### config.mk
export PLATFORM = sky130hd
export DESIGN_NAME = stk_mem_xfer
export DESIGN_NICKNAME = d
export VERILOG_FILES = /design/src/rtl/stk_mem_pkg.sv /design/src/rtl/xfer_addr_gen.sv /design/src/rtl/stk_mem_xfer.sv
export SDC_FILE = /design/constraint.sdc
export NUM_CORES = 1
export LEC_CHECK = 0
export CAP_MARGIN = 30
export CORE_UTILIZATION = 40
export CTS_CLUSTER_DIAMETER = 80
export DETAILED_ROUTE_END_ITERATION = 8
export PLACE_DENSITY = 0.71
export SKIP_CTS_REPAIR_TIMING = 1
export SLEW_MARGIN = 5
export SYNTH_ARGS = -nofsm -noshare
export SYNTH_HDL_FRONTEND = slang
export SYNTH_SLANG_ARGS = --single-unit
### constraint.sdc
create_clock -name clk -period 6.2 [get_ports clk]
set_clock_uncertainty 0.1 [all_clocks]
set_input_delay 0.62 -clock clk [delete_from_list [all_inputs] [get_ports clk]]
set_output_delay 0.62 -clock clk [all_outputs]
set_load 0.02 [all_outputs]
### src/rtl/stk_mem_pkg.sv
// Shared definitions for the stack/memory transfer engine.
//  - Opcode encodings presented on opc when a command is started.
//  - FSM state encoding used by stk_mem_xfer.
package stk_mem_pkg;

    localparam logic [1:0] OP_PUSHC = 2'b00;  // constant -> stack
    localparam logic [1:0] OP_PUSHM = 2'b01;  // mem[addr..] -> stack
    localparam logic [1:0] OP_POPM  = 2'b10;  // stack -> mem[addr..]
    localparam logic [1:0] OP_RSVD  = 2'b11;  // reserved, completes with err

    typedef enum logic [2:0] {
        S_IDLE    = 3'd0,
        S_RD      = 3'd1,
        S_RD_WAIT = 3'd2,
        S_PUSH    = 3'd3,
        S_POP     = 3'd4,
        S_POP_W   = 3'd5,
        S_WR      = 3'd6,
        S_DONE    = 3'd7
    } xfer_state_t;

endpackage

### src/rtl/xfer_addr_gen.sv
// Burst address generator for stk_mem_xfer.
// Loads the base address and word count when a command is accepted and
// steps once per transferred word. PUSHM walks upward from base; POPM walks
// downward from base+count-1, so a POPM over the range a PUSHM filled puts
// every word back where it came from. Address arithmetic wraps modulo
// 2**ADDR_LEN.
// Ports:
//  clk, rstn  clock and asynchronous active-low reset
//  load       capture opc/base/count (command accepted)
//  step       advance to the next word
//  opc        command opcode, selects direction
//  base       base address
//  count      number of words in the burst
//  addr       address of the current word
//  last       current word is the final one of the burst
module xfer_addr_gen
    import stk_mem_pkg::*;
#(
    parameter int ADDR_LEN = 8,
    parameter int CNT_LEN  = 4
) (
    input  logic                clk,
    input  logic                rstn,
    input  logic                load,
    input  logic                step,
    input  logic [1:0]          opc,
    input  logic [ADDR_LEN-1:0] base,
    input  logic [CNT_LEN-1:0]  count,
    output logic [ADDR_LEN-1:0] addr,
    output logic                last
);

    logic [CNT_LEN-1:0] remaining;
    logic               down;

    always_ff @(posedge clk or negedge rstn) begin
        if (!rstn) begin
            addr      <= '0;
            remaining <= '0;
            down      <= 1'b0;
        end else if (load) begin
            down      <= (opc == OP_POPM);
            remaining <= count;
            // POPM starts at the top of the range (count is zero-extended).
            if (opc == OP_POPM)
                addr <= base + ADDR_LEN'(count) - ADDR_LEN'(1);
            else
                addr <= base;
        end else if (step) begin
            remaining <= remaining - CNT_LEN'(1);
            if (down)
                addr <= addr - ADDR_LEN'(1);
            else
                addr <= addr + ADDR_LEN'(1);
        end
    end

    assign last = (remaining == CNT_LEN'(1));

endmodule

### src/rtl/stk_mem_xfer.sv
// Multi-word transfer engine between the operand stack and data memory.
// Executes PUSHC (constant -> stack), PUSHM (mem[addr..] -> stack) and
// POPM (stack -> mem[addr..]) bursts, with configurable memory read latency
// and stack overflow/underflow detection reported through err.
// Ports:
//  clk, rstn      clock and asynchronous active-low reset
//  en             command start strobe, sampled only when idle
//  opc            00 PUSHC, 01 PUSHM, 10 POPM, 11 reserved
//  addr_const     base address, or constant for PUSHC
//  count          burst length for PUSHM/POPM
//  stk_data_in    word to push (valid with stk_push)
//  stk_push       push strobe
//  stk_pop        pop strobe (stk_data_out valid the next cycle)
//  stk_data_out   stack top
//  stk_full       stack cannot accept a push
//  stk_empty      stack has nothing to pop
//  mem_data_in    write data (valid with mem_w_en)
//  mem_addr       memory address (valid with mem_r_en / mem_w_en)
//  mem_r_en       read strobe
//  mem_w_en       write strobe
//  mem_data_out   read data, MEM_RD_LAT cycles after mem_r_en
//  busy           engine is executing a command
//  fin_sig        one-cycle completion pulse
//  err            command aborted or reserved; held until next command
module stk_mem_xfer
    import stk_mem_pkg::*;
#(
    parameter int ADDR_LEN   = 8,
    parameter int DATA_LEN   = 8,
    parameter int CNT_LEN    = 4,
    parameter int MEM_RD_LAT = 1
) (
    input  logic                clk,
    input  logic                rstn,
    input  logic                en,
    input  logic [1:0]          opc,
    input  logic [ADDR_LEN-1:0] addr_const,
    input  logic [CNT_LEN-1:0]  count,
    output logic [DATA_LEN-1:0] stk_data_in,
    output logic                stk_push,
    output logic                stk_pop,
    input  logic [DATA_LEN-1:0] stk_data_out,
    input  logic                stk_full,
    input  logic                stk_empty,
    output logic [DATA_LEN-1:0] mem_data_in,
    output logic [ADDR_LEN-1:0] mem_addr,
    output logic                mem_r_en,
    output logic                mem_w_en,
    input  logic [DATA_LEN-1:0] mem_data_out,
    output logic                busy,
    output logic                fin_sig,
    output logic                err
);

    localparam int LAT_W = (MEM_RD_LAT > 1) ? $clog2(MEM_RD_LAT) : 1;

    xfer_state_t        state, next_state;
    logic [1:0]         op_q;
    logic [LAT_W-1:0]   lat_cnt;
    logic               lat_last;
    logic               last_word;

    logic               load_cmd;
    logic               load_const;
    logic               cap_rd;
    logic               cap_pop;
    logic               set_err;
    logic               step;

    xfer_addr_gen #(
        .ADDR_LEN (ADDR_LEN),
        .CNT_LEN  (CNT_LEN)
    ) u_addr_gen (
        .clk   (clk),
        .rstn  (rstn),
        .load  (load_cmd),
        .step  (step),
        .opc   (opc),
        .base  (addr_const),
        .count (count),
        .addr  (mem_addr),
        .last  (last_word)
    );

    always_ff @(posedge clk or negedge rstn) begin
        if (!rstn)
            state <= S_IDLE;
        else
            state <= next_state;
    end

    // Overflow/underflow are detected on the transition into PUSH/POP, so
    // those states are only ever entered when the strobe is legal.
    always_comb begin
        next_state = state;
        load_cmd   = 1'b0;
        load_const = 1'b0;
        cap_rd     = 1'b0;
        cap_pop    = 1'b0;
        set_err    = 1'b0;
        step       = 1'b0;
        unique case (state)
            S_IDLE: begin
                if (en) begin
                    load_cmd = 1'b1;
                    case (opc)
                        OP_PUSHC: begin
                            load_const = 1'b1;
                            if (stk_full) begin
                                next_state = S_DONE;
                                set_err    = 1'b1;
                            end else begin
                                next_state = S_PUSH;
                            end
                        end
                        OP_PUSHM: begin
                            next_state = (count == '0) ? S_DONE : S_RD;
                        end
                        OP_POPM: begin
                            if (count == '0) begin
                                next_state = S_DONE;
                            end else if (stk_empty) begin
                                next_state = S_DONE;
                                set_err    = 1'b1;
                            end else begin
                                next_state = S_POP;
                            end
                        end
                        OP_RSVD: begin
                            next_state = S_DONE;
                            set_err    = 1'b1;
                        end
                    endcase
                end
            end
            S_RD: begin
                next_state = S_RD_WAIT;
            end
            S_RD_WAIT: begin
                if (lat_last) begin
                    if (stk_full) begin
                        next_state = S_DONE;
                        set_err    = 1'b1;
                    end else begin
                        next_state = S_PUSH;
                        cap_rd     = 1'b1;
                    end
                end
            end
            S_PUSH: begin
                if (op_q == OP_PUSHC) begin
                    next_state = S_DONE;
                end else begin
                    step       = 1'b1;
                    next_state = last_word ? S_DONE : S_RD;
                end
            end
            S_POP: begin
                next_state = S_POP_W;
            end
            S_POP_W: begin
                next_state = S_WR;
                cap_pop    = 1'b1;
            end
            S_WR: begin
                step = 1'b1;
                if (last_word) begin
                    next_state = S_DONE;
                end else if (stk_empty) begin
                    next_state = S_DONE;
                    set_err    = 1'b1;
                end else begin
                    next_state = S_POP;
                end
            end
            S_DONE: begin
                next_state = S_IDLE;
            end
            default: begin
                next_state = S_IDLE;
            end
        endcase
    end

    // Read-latency counter: cleared in RD, counts through RD_WAIT; the read
    // data is captured on the final RD_WAIT cycle.
    always_ff @(posedge clk or negedge rstn) begin
        if (!rstn)
            lat_cnt <= '0;
        else if (state == S_RD)
            lat_cnt <= '0;
        else if (state == S_RD_WAIT && !lat_last)
            lat_cnt <= lat_cnt + LAT_W'(1);
    end

    assign lat_last = (lat_cnt == LAT_W'(MEM_RD_LAT - 1));

    // Datapath registers; set_err wins over the clear so a reserved opcode
    // reports err in the same DONE cycle it was accepted for.
    always_ff @(posedge clk or negedge rstn) begin
        if (!rstn) begin
            op_q        <= OP_PUSHC;
            stk_data_in <= '0;
            mem_data_in <= '0;
            err         <= 1'b0;
        end else begin
            if (load_cmd)
                op_q <= opc;
            if (load_const)
                stk_data_in <= DATA_LEN'(addr_const);
            else if (cap_rd)
                stk_data_in <= mem_data_out;
            if (cap_pop)
                mem_data_in <= stk_data_out;
            if (set_err)
                err <= 1'b1;
            else if (load_cmd)
                err <= 1'b0;
        end
    end

    // Strobes decode straight from the state register, so they carry no
    // combinational path from the inputs and are mutually exclusive.
    assign stk_push = (state == S_PUSH);
    assign stk_pop  = (state == S_POP);
    assign mem_r_en = (state == S_RD);
    assign mem_w_en = (state == S_WR);
    assign busy     = (state != S_IDLE);
    assign fin_sig  = (state == S_DONE);

endmodule

==> summary.txt, run 1 <==
STA
  – FMAX: a little over 300 MHz
  – Crit share post-route: between 50 and 60%
  – Endpoints failing setup: 0
  – Final-report max-slew violation count: 0
  – RSZ-0062 raised after global routing: no
  – Worst-case headroom to the max-slew limit: roughly 43%
  – Final setup TNS: 0 ns
  – Final hold vios: 0
  – Crit path time final: between 3 and 4 ns
  – Measured slew at the worst slew-check pin: ~0.85 ns

Global routing
  – Largest net degree at the start of global routing: 37
  – First-pass GRT wire length: roughly 11000 um
  – Antenna violations before repair: 0
  – Vias in the first global route: approximately 2300
  – Gr ovfl total: 0
  – GRT Overall Usage: between 10% and 20%

Detailed routing
  – Wire per inst: around 15 um
  – WL final: between 6000 and 7000 um
  – DR vias: between 2000 and 2500
  – Drt drc: 0
  – DR vias/cell: ~5.5
  – Antenna-violating nets left: 0
  – Detailed Routing Iterations Pass 1: 4
  – Drt initial violations: between 150 and 200

Yosys
  – Ranking of synthesized cells by area: dfrtp_1 34%, ha_1 8.6%, nand2_1 5.2%, inv_1 4.3%, mux2_2 3.9%
  – Yosys top cell area share: 34.33%
  – Cells after Synth: 293
  – Post-synth EDFFs: 0
  – Sequential fraction of the synthesis area: roughly a third
  – #FFs+latches synth: 36
  – Post-synth cell types: 56
  – Post-synth top area cell: dfrtp_1
  – Async set-reset flop share out of synthesis: 100.0%
  – Ys flop type: dfrtp_1
  – Synth Area per Inst: a little under 9 sq um
  – Syn. warnings: 0
  – Post-synthesis cell area: 2624 sq um
  – Post-Syn Nets: 348

Die
  – Core box area: 6350 sq um
  – Die width: 82.99 um
  – Die ar.: around 6900 sq um
  – Initial Utilization: about two fifths
  – IO Pins: 66
  – Die H: about 83 um
  – Row Count: 29

Clocking
  – CTS max path bufs: 2
  – Clk pin slew, worst setup/hold paths: 0.08 ns
  – CTS buffer count: 5
  – Clk sinks: 36
  – Latest clock arrival within the worst-skew pair: slightly below 0.3 ns
  – CTS tree: done
  – H-tree depth: 2
  – Clock root buffer: clkbuf_8

Placement
  – HPWL Detailed: between 4000 and 5000 um
  – Port Buffers: 65
  – Gpl congestion: between 0.9 and 1

Setup path
  – Reg-to-Reg Start: state[1]$_DFFE_PN0P_
  – Worst path slowest cell: clkdlybuf4s50_1
  – CP startpoint: addr_const[1]
  – Worst endpoint required time: ~6.3 ns
  – R2R setup slack: ~3.9 ns
  – Data arrival, critical path: about 3.3 ns
  – CP cell instances: clkdlybuf4s50_1 > inv_1 > ha_1 > inv_1 > ha_1 > fa_1 > a211oi_1 > o31ai_1 > a311oi_1 > xor2_1 > a211oi_2
  – CP Depth: 11
  – Setup CP Type: in -> reg
  – Crit path to: u_addr_gen.addr[7]$_DFFE_PN0P_
  – Crit path largest cell delay: ~0.53 ns
  – RR Endpoint: stk_data_in[6]$_DFFE_PN0P_
  – CP top delay family: adder cells
  – Bufs and invs on worst path: 3
  – Worst Path Max Fanout: 3
  – FF-to-FF path depth: 6
  – Worst setup EP type: register
  – Worst Setup Start Kind: primary input

Power and ir drop
  – Sw Share: between 40 and 50%
  – Net load switching power: just over 0.7 mW
  – PwrDens: between 400 and 500 nW/um^2
  – Comb pwr share: just under 60%
  – Pleak: approximately 1.5 nW
  – Final Power: approximately 1.6 mW
  – Internal cell power: just over 0.9 mW
  – Sequential Power Share: between 20% and 30%
  – VDD IR max: between 200 and 300 uV
  – Clk pwr share: about 12%

Hold path
  – HP Class: in -> async

Outcome
  – Outcome: finished clean

Run
  – Max cap viols: 0

Finish
  – Most common cell after layout, fill and taps aside: clkdlybuf4s50_1
  – Share of layout cells above drive strength 1: under 10%
  – Antenna cell count: 0
  – Commonest cells after routing, fill and taps aside: 64 x clkdlybuf4s50_1, 36 x nand2_1, 36 x dfrtp_1, 30 x inv_1, 19 x nor2_1
  – Nets: approximately 400
  – Area growth syn-to-layout: 28.90%
power by group through the flow:
stage / sequential [mW] / clock, mW / combinational (mW)
2_1_floorplan: 0.523 / 0 / 0.601
3_3_place_gp: 0.479 / 0 / 0.940
3_5_place_dp: 0.482 / 0 / 0.958
4_1_cts: 0.480 / 0.189 / 0.962
5_1_grt: 0.501 / 0.201 / 1.05
6_report: 0.478 / 0.187 / 0.955
cells in the mapped netlist, types with 3 or more instances:
cell,n
dfrtp_1,36
nand2_1,36
inv_1,30
nor2_1,19
ha_1,18
o21ai_0,14
a21oi_1,13
mux2_2,9
a211oi_1,8
mux2i_1,8
buf_2,7
a31oi_1,6
a21o_1,5
nand4_1,5
o21ai_1,5
and3_1,4
nor3_1,4
o21ai_2,4
xor2_1,4
nand2b_1,3
nand3_1,3
nor3b_1,3
xnor2_1,3
registers in the layout, summed over array words and instances (netlist names):
name                  count
u_addr_gen.down           1
u_addr_gen.remaining      4
stk_data_in               8
lat_cnt                   1
u_addr_gen.addr           8
state                     3
op_q                      2
mem_data_in               8
err                       1
through the flow:
step / hold WS [ns] / instances / util [%] / setup slack [ns] / instance area, sq um
after floorplan: 0.2244 / 293 / - / 3.432 / 2624
after global placement: 0.3771 / 422 / 51.74 / 2.767 / 3286
after detailed placement: 0.3795 / 422 / 51.74 / 2.688 / 3286
after CTS: 0.3659 / 429 / 53.26 / 2.975 / 3382
after global routing: 0.4012 / 429 / 53.26 / 2.802 / 3382
final: 0.3302 / 429 / 53.26 / 2.986 / 3382
routing by layer:
layer  share of wire, %  vias to the layer above  track usage, %
li1                   -                     1147               -
met1                 47                     1136           26.13
met2                 48                       68           29.88
met3                5.3                        2           3.976
met4               0.22                        0           6.270
met5                  0                        -               0
final cells by class:
cell class,count,area [sq um]
inverters,31,118.9
clock buffers,7,96.34
well taps,77,96.34
fillers,608,2968
multi-input cells,213,1524
repair buffers,65,645.6
flip-flops and latches,36,900.9
how the worst min path moves through the flow:
stage                                           to  cells past startpoint
2_1_floorplan                      err$_DFFE_PN0P_                      0
3_3_place_gp                       err$_DFFE_PN0P_                      1
3_5_place_dp            stk_data_in[6]$_DFFE_PN0P_                      2
4_1_cts        u_addr_gen.remaining[3]$_DFFE_PN0P_                      1
5_1_grt        u_addr_gen.remaining[3]$_DFFE_PN0P_                      1
6_report                      state[1]$_DFFE_PN0P_                      1
cells by family after synthesis:
kind of cell    synth area share [%]
mux                            6.915
fa+ha+maj                      10.11
flops                          34.33
simple gates                   18.36
buf+inv                        7.582
xor+xnor                       2.337
compound gates                 20.36
Note: power is estimated with default switching activity, not from simulation.
==> inputs of run 2 (changes only) <==
- clock period: 6.2 -> 3.3 ns (I/O delays scaled with it)
==> summary.txt, run 2 (same netlist as run 1, synthesis figures left out) <==
STA
  – Final setup TNS: 0 ns
  – RSZ-0062 raised after global routing: no
  – Endpoints failing setup: 0
  – Final-report max-slew violation count: 0
  – Worst-case headroom to the max-slew limit: ~44%
  – Crit share post-route: 89.61%
  – Worst hold slack: 0.03898 ns
  – Final hold vios: 0
  – Final worst setup slack: around 0.34 ns
  – Measured slew at the worst slew-check pin: 0.8342 ns
  – Crit path time final: between 2 and 3 ns
  – FMAX: roughly 340 MHz

Placement
  – Placement Setup Slack: about 0.096 ns
  – DP Cell Count: about 420
  – Gpl congestion: 0.9046
  – HPWL Detailed: approximately 4600 um
  – Area post-placement: between 3000 and 4000 sq um
  – Port Buffers: 65

Global routing
  – First-pass GRT wire length: roughly 10000 um
  – Vias in the first global route: between 2000 and 2500
  – GRT Overall Usage: between 10% and 20%
  – Largest net degree at the start of global routing: 37
  – Antenna violations before repair: 0
  – Gr ovfl total: 0

Setup path
  – Crit path largest cell delay: between 0.5 and 0.6 ns
  – Worst endpoint required time: between 3 and 4 ns
  – Worst Path Max Fanout: 3
  – Setup CP Type: in -> reg
  – CP cell instances: clkdlybuf4s50_1 > inv_1 > ha_1 > inv_1 > ha_1 > fa_1 > a211oi_1 > o31ai_1 > a311oi_1 > xor2_1 > a211oi_2
  – Data arrival, critical path: ~3 ns
  – Worst setup EP type: register
  – CP top delay family: compound AO/OA/AOI/OAI gates
  – Worst Setup Start Kind: primary input
  – CP startpoint: addr_const[1]
  – Bufs and invs on worst path: 3
  – Worst path slowest cell: clkdlybuf4s50_1
  – Reg-to-Reg Start: state[1]$_DFFE_PN0P_

Power and ir drop
  – Pleak: about 1.5 nW
  – Comb pwr share: ~59%
  – Sw Share: between 40% and 50%
  – Final Power: between 3 and 4 mW
  – PwrDens: 896.3 nW/um^2
  – Sequential Power Share: 29.6%
  – Clk pwr share: 11.2%
  – Net load switching power: 1.315 mW
  – Internal cell power: between 1.5 and 2 mW
  – VDD IR max: ~460 uV

Finish
  – Filler Cells Inserted: 593
  – Multi-input gate area: 1524 sq um
  – Final Non-Filler Cells: 429
  – Final Core Density: around 53%
  – Commonest cells after routing, fill and taps aside: 64 x clkdlybuf4s50_1, 36 x nand2_1, 36 x dfrtp_1, 30 x inv_1, 19 x nor2_1
  – Most common cell after layout, fill and taps aside: clkdlybuf4s50_1
  – Area growth syn-to-layout: 28.90%
  – Fin area: about 3400 sq um
  – Nets: around 410
  – FF+latch area: ~900 sq um
  – Largest registers: mem_data_in: 8 flops, stk_data_in: 8 flops, u_addr_gen.addr: 8 flops
  – Antenna cell count: 0
  – Share of layout cells above drive strength 1: a little under a tenth

Clocking
  – CTS max path bufs: 2
  – Clk pin slew, worst setup/hold paths: 0.08 ns
  – CTS tree: done
  – CTS buffer count: 5
  – Clock root buffer: clkbuf_8
  – H-tree depth: 2
  – Clk sinks: 36
  – Latest clock arrival within the worst-skew pair: a little under 0.3 ns

Die
  – Die H: slightly above 80 um
  – IO Pins: 66
  – Initial Utilization: about two fifths
  – Row Count: 29
  – Die ar.: a little under 7000 sq um
  – Core box area: ~6300 sq um
  – Die width: just over 80 um

Hold path
  – HP Class: in -> async

Detailed routing
  – Wire per inst: 14.11 um
  – Drt drc: 0
  – WL final: between 6000 and 7000 um
  – Detailed Routing Iterations Pass 1: 4
  – Drt initial violations: ~110
  – DR vias/cell: ~5.4
  – Antenna-violating nets left: 0
  – DR vias: between 2000 and 2500

Outcome
  – Outcome: finished clean

Run
  – Max cap viols: 0
-- run 2: cell type report --
type	instances	share of cell area, %
Sequential cell	36	26.64
Multi-Input combinational cell	213	45.06
Timing Repair Buffer	65	19.09
Inverter	31	3.515
Tap cell	77	2.849
Clock buffer	7	2.849
-- run 2: power groups by stage --
stage	sequential (mW)	clock [mW]	combinational, mW
global placement	0.901	0	1.77
floorplan	0.983	0	1.13
finish	0.898	0.340	1.79
global route	0.935	0.366	1.97
CTS	0.898	0.351	1.80
detailed placement	0.902	0	1.79
-- run 2: worst reg2reg max path, cell delays in order (launching register included) --
cell,delay [ns]
dfrtp_1,0.62
nor3_4,0.37
nand2_2,0.26
nor3_4,0.55
nor2_1,0.13
nand2_1,0.10
nand2_1,0.05
-- run 2: path summary, 6_finish.rpt --
path,endpoint,slack [ns],cells after the start
min in group clk,mem_data_in[7]$_DFFE_PN0P_,0.40,1
hold reg to reg,mem_data_in[7]$_DFFE_PN0P_,0.40,1
setup reg to reg,stk_data_in[3]$_DFFE_PN0P_,1.01,6
max in group asynchronous,op_q[0]$_DFFE_PN0P_,2.53,1
hold / removal,u_addr_gen.remaining[3]$_DFFE_PN0P_,0.04,1
setup / recovery,u_addr_gen.addr[7]$_DFFE_PN0P_,0.34,11
-- run 2: metal layers --
layer | share of wire, % | track usage [%] | up-vias
met1 | 47 | 24.94 | 1112
met4 | 0.25 | 4.859 | 0
met2 | 47 | 28.46 | 62
li1 | - | - | 1154
met5 | 0 | 0 | -
met3 | 5.0 | 4.871 | 5
==> inputs of run 3 (changes only) <==
- SETUP_SLACK_MARGIN: not set -> 0.1
==> results of run 3 <==
Final layout, timing and power as in run 2 (identical DEF).
